### config.mk
export PLATFORM = sky130hd
export DESIGN_NAME = regfile_wb_unit
export DESIGN_NICKNAME = d
export VERILOG_FILES = /design/src/rtl/regfile_wb_unit.sv
export SDC_FILE = /design/constraint.sdc
export NUM_CORES = 1
export LEC_CHECK = 0
export BUFFER_PORTS_ARGS = -buffer_cell sky130_fd_sc_hd__buf_4
export CAP_MARGIN = 20
export CORE_ASPECT_RATIO = 0.75
export CORE_MARGIN = 1
export CORE_UTILIZATION = 50
export DETAILED_ROUTE_END_ITERATION = 10
export PLACE_DENSITY = 0.83
export SLEW_MARGIN = 5
export SYNTH_ARGS = -nofsm -noshare
export SYNTH_HDL_FRONTEND = slang
export SYNTH_SLANG_ARGS = --single-unit
### constraint.sdc
create_clock -name clk -period 2.27 [get_ports clk]
set_input_delay 0.454 -clock clk [delete_from_list [all_inputs] [get_ports clk]]
set_output_delay 0.454 -clock clk [all_outputs]
set_load 0.1 [all_outputs]
### src/rtl/regfile_wb_unit.sv
// Write-back unit for the 32x32 register file: arbitrates link/load/ALU write requests
// into an in-order FIFO that drives the single register-file write port.
module regfile_wb_unit #(
    parameter int         DEPTH    = 4,
    parameter logic [4:0] LINK_REG = 5'd31
) (
    input  logic                     clk,
    input  logic                     rst,
    input  logic                     link_valid,
    input  logic [31:0]              link_data,
    output logic                     link_ready,
    input  logic                     ld_valid,
    input  logic [4:0]               ld_addr,
    input  logic [31:0]              ld_data,
    output logic                     ld_ready,
    input  logic                     alu_valid,
    input  logic [4:0]               alu_addr,
    input  logic [31:0]              alu_data,
    output logic                     alu_ready,
    output logic                     rf_we,
    output logic [4:0]               rf_waddr,
    output logic [31:0]              rf_wdata,
    input  logic [4:0]               rd_addr_1,
    input  logic [4:0]               rd_addr_2,
    output logic                     pend_1,
    output logic                     pend_2,
    output logic [$clog2(DEPTH):0]   count,
    output logic                     empty
);

    localparam int AW = $clog2(DEPTH);
    localparam int CW = AW + 1;

    logic [4:0]    r_fifoAddr [DEPTH];
    logic [31:0]   r_fifoData [DEPTH];
    logic [AW-1:0] r_wptr;
    logic [AW-1:0] r_rptr;
    logic [CW-1:0] r_count;

    logic          w_space;
    logic          w_accept;
    logic          w_push;
    logic          w_pop;
    logic [4:0]    w_accAddr;
    logic [31:0]   w_accData;
    logic [AW-1:0] w_off [DEPTH];
    logic [DEPTH-1:0] w_entryValid;

    // Fixed priority link > load > ALU; space is judged before this edge's pop.
    always_comb begin
        w_space    = (r_count < CW'(DEPTH));
        link_ready = link_valid & w_space;
        ld_ready   = ld_valid & w_space & ~link_valid;
        alu_ready  = alu_valid & w_space & ~link_valid & ~ld_valid;
        w_accAddr  = 5'd0;
        w_accData  = 32'd0;
        if (link_ready) begin
            w_accAddr = LINK_REG;
            w_accData = link_data;
        end else if (ld_ready) begin
            w_accAddr = ld_addr;
            w_accData = ld_data;
        end else if (alu_ready) begin
            w_accAddr = alu_addr;
            w_accData = alu_data;
        end
        w_accept = link_ready | ld_ready | alu_ready;
        w_push   = w_accept & (w_accAddr != 5'd0);
        w_pop    = (r_count != '0);
    end

    always_ff @(posedge clk) begin
        if (w_push) begin
            r_fifoAddr[r_wptr] <= w_accAddr;
            r_fifoData[r_wptr] <= w_accData;
        end
    end

    always_ff @(posedge clk or negedge rst) begin
        if (!rst) begin
            r_wptr   <= '0;
            r_rptr   <= '0;
            r_count  <= '0;
            rf_we    <= 1'b0;
            rf_waddr <= 5'd0;
            rf_wdata <= 32'd0;
        end else begin
            if (w_push)
                r_wptr <= r_wptr + 1'b1;
            if (w_pop)
                r_rptr <= r_rptr + 1'b1;
            r_count <= r_count + CW'(w_push) - CW'(w_pop);
            rf_we   <= w_pop;
            if (w_pop) begin
                rf_waddr <= r_fifoAddr[r_rptr];
                rf_wdata <= r_fifoData[r_rptr];
            end
        end
    end

    // An entry is live when its distance from the read pointer is below the occupancy.
    for (genvar g = 0; g < DEPTH; g++) begin : g_valid
        localparam logic [AW-1:0] IDX = AW'(g);
        assign w_off[g]        = IDX - r_rptr;
        assign w_entryValid[g] = ({1'b0, w_off[g]} < r_count);
    end

    always_comb begin
        pend_1 = rf_we & (rf_waddr == rd_addr_1);
        pend_2 = rf_we & (rf_waddr == rd_addr_2);
        for (int i = 0; i < DEPTH; i++) begin
            if (w_entryValid[i] && (r_fifoAddr[i] == rd_addr_1))
                pend_1 = 1'b1;
            if (w_entryValid[i] && (r_fifoAddr[i] == rd_addr_2))
                pend_2 = 1'b1;
        end
        if (rd_addr_1 == 5'd0)
            pend_1 = 1'b0;
        if (rd_addr_2 == 5'd0)
            pend_2 = 1'b0;
    end

    assign count = r_count;
    assign empty = (r_count == '0) & ~rf_we;

endmodule

==> run metrics <==
First DRT Iteration DRCs=between 600 and 700; period utilization=1.20; top_reg_cell synth=edfxtp_1; initial antenna violation count=0; Max-cap violations=0; crit path DAT=between 2 and 2.5 ns; Worst setup EP type=primary output; Yosys warnings=0; vias in the first global route=around 5900; share of flip-flops with an asynchronous set or reset=0.233; worst reg-to-reg setup slack=about 0.04 ns; GRT Util Overall=0.255; worst r2r src=count[2]$_DFF_PN0_; Starting Density=0.511; synthesized area per cell=around 15 um^2; clk_lat worst skew=approximately 0.43 ns; Crit path required time=1.82 ns; final setup TNS=-0.933 ns; Antenna Cells=0; DRT antenna net count=0; Setup CP Type=flop to primary output; Area growth syn-to-layout=31.5%; reg-to-reg endpoint=count[2]$_DFF_PN0_; Core Footprint=~17000 um^2; VDD IR max=about 1.1 mV; Via density=approximately 5.7; fmax=around 370 MHz; Pint=approximately 11 mW; max-slew violations=0; Switching Fraction=0.447; largest net degree at the start of global routing=46; GRT overflow=0; wire per inst=between 20 and 25 um; Layout Skew=roughly 0.0096 ns; hold_ws=~0.052 ns; end of the critical path=pend_2; Die H=115 um; path depth of the worst reg2reg path=11; Fillers=~1200; Period minus WS final=2.72 ns; Slew headroom=0.561; status=complete, but fails checks; die area=approximately 18000 um^2; CTS buffer count=17; hold buffers post-CTS=0; H-tree depth=4; # port buffers=167; Setup crit start=r_rptr[1]$_DFFE_PN0P_; register bit count reported by yosys=~190; Cell Area, Synth=about 8600 um^2; endpoints failing setup=4; synth unique cells=38; RSZ-0062 raised after global routing=yes; Finished Core Util=0.672; sequential cell area fraction in the yosys report=0.650; Hold WC Path Type=input port to asynchronous set/reset pin; clk slew on worst S/H paths=0.07 ns; clk buf depth=2; Post-Syn Nets=between 700 and 800; P_leak=around 4.7 nW; Least-Margin Pin Slew=about 0.66 ns; worst-path fanout max=4; dpl hpwl=between 10 and 15 mm; drt drc=0; Worst Setup Start Kind=flop; gpl congestion=about 0.92; clk root buf=clkbuf_16; Final Worst Setup Slack=-0.454 ns; Psw=about 8.6 mW; num rows=between 40 and 50; Die Wd=153 um; Clock Sinks=around 190; number of synthesized flops with an enable pin=approximately 150; failing checks=setup timing; IO Pins=between 150 and 200; Seq pwr share=0.344; Final Hold Viols=0; via count=around 5700; Gate Count Post-Synth=588; final wirelength=~22 mm; clock share of power=0.147; layout net count=911; pwr dens=roughly 1700 nW/um^2; First-pass DRT Iterations=5; CTS tree=yes; first-pass GRT wire length=approximately 33 mm; share of cells above drive strength 1=0.414; Comb pwr share=0.509
==> through the flow <==
| step | cell area, um^2 | setup WS, ns | std cells | power [mW] |
|---|---|---|---|---|
| after floorplan | 8690 | -0.163 | 588 | 13.1 |
| after global placement | 10300 | -0.137 | 963 | 15.4 |
| after CTS | 11100 | -0.408 | 1004 | 18.9 |
| after global routing | 11300 | -0.509 | 1007 | 20.1 |
| final | 11300 | -0.454 | 1007 | 19.2 |
| after detailed placement | 10300 | -0.228 | 963 | 15.7 |
==> kinds of logic (layout without fill, tap and decap cells) <==
| logic type | after synthesis | count (layout) | synth area share |
|---|---|---|---|
| AOI/OAI and AO/OA | 52 | 52 | 0.0514 |
| xor gates and xnor gates | 56 | 56 | 0.0573 |
| adders and majority gates | 11 | 11 | 0.0169 |
| buffers and inverters | 83 | 287 | 0.0432 |
| DFF | 193 | 193 | 0.650 |
| muxes | 38 | 38 | 0.0990 |
| and+or+nand+nor | 155 | 155 | 0.0819 |
==> critical path, cell delays in order (launching register included) <==
cell and delay, ns:
dfrtp_2 0.46, inv_2 0.07, ha_4 0.27, a21boi_1 0.20
o21ai_2 0.09, buf_4 0.13, nand4_1 0.05, nand4_1 0.15
o22a_4 0.25, buf_12 0.16
==> cells in the final DEF, fill, tap and decap left out, types with 7 or more instances in the layout <==
cell type	instances
buf_4	193
edfxtp_1	148
nand2_1	112
inv_1	37
mux4_2	37
xor2_1	36
dfrtp_1	36
a222oi_1	32
xnor2_1	18
clkbuf_16	18
buf_12	12
dfrtp_2	7
==> how the worst min path moves through the flow <==
stage | slack [ns] | start | to | depth (start not counted)
2_1_floorplan | 0.16 | rst | count[0]$_DFF_PN0_ | 0
3_3_place_gp | 0.46 | rf_wdata[30]$_DFFE_PN0P_ | rf_wdata[30]$_DFFE_PN0P_ | 2
3_5_place_dp | 0.46 | rf_wdata[5]$_DFFE_PN0P_ | rf_wdata[5]$_DFFE_PN0P_ | 2
4_1_cts | 0.07 | rst | rf_wdata[24]$_DFFE_PN0P_ | 1
5_1_grt | 0.09 | rst | rf_wdata[24]$_DFFE_PN0P_ | 1
6_report | 0.05 | rst | rf_wdata[24]$_DFFE_PN0P_ | 1
==> what timing repair did <==
item / CTS / global route
cloned: 2 / 1
setup endpoints to repair: 5 / 7
gates resized for setup: 25 / 22
hold endpoints to repair: 0 / 0
setup buffers: 7 / 2
pin swaps: 7 / 10
==> flip-flops by register name, indices dropped and copies added, names as in the netlist <==
register    flops
r_wptr          2
rf_wdata       32
r_fifoData    128
r_rptr          2
rf_we           1
count           3
r_fifoAddr     20
rf_waddr        5
==> per-layer routing <==
layer	up-vias	routed length [um]	global-route usage
met3	24	1500	0.0528
li1	2566	-	-
met2	273	11100	0.448
met1	2875	8840	0.317
met5	-	0	0
met4	0	390	0.0963
==> synth_stat cells (5+ instances only) <==
cell | count | area [um^2]
mux4_2 | 37 | 833
ha_1 | 10 | 125
nand4_1 | 6 | 37.5
edfxtp_1 | 148 | 4440
a21oi_1 | 11 | 55.1
clkbuf_1 | 5 | 18.8
nand2_1 | 112 | 420
dfrtp_1 | 45 | 1130
nor3_1 | 7 | 35.0
inv_1 | 42 | 158
a222oi_1 | 32 | 320
buf_4 | 6 | 45.0
nand3b_1 | 5 | 37.5
xnor2_1 | 19 | 166
xor2_1 | 37 | 324
buf_2 | 23 | 115
buf_1 | 5 | 18.8
==> power by group through the flow <==
stage          sequential [mW]  combinational, mW  clock (mW)
3_3_place_gp              6.49               8.87           0
6_report                  6.59               9.76        2.82
4_1_cts                   6.54               9.48        2.85
2_1_floorplan             9.09               3.97           0
3_5_place_dp              6.63               9.03           0
5_1_grt                   6.73               10.3        2.98
==> cell type report <==
type                    count  area (um^2)  area share
clock buffers              19          433      0.0384
repair buffers            212         1820       0.162
inverters                  43          164      0.0145
flip-flops and latches    193         5590       0.496
multi-input cells         312         2870       0.254
clock inverters            13          124      0.0110
well taps                 215          269      0.0239
No activity file was read; power rests on OpenSTA's default activity.
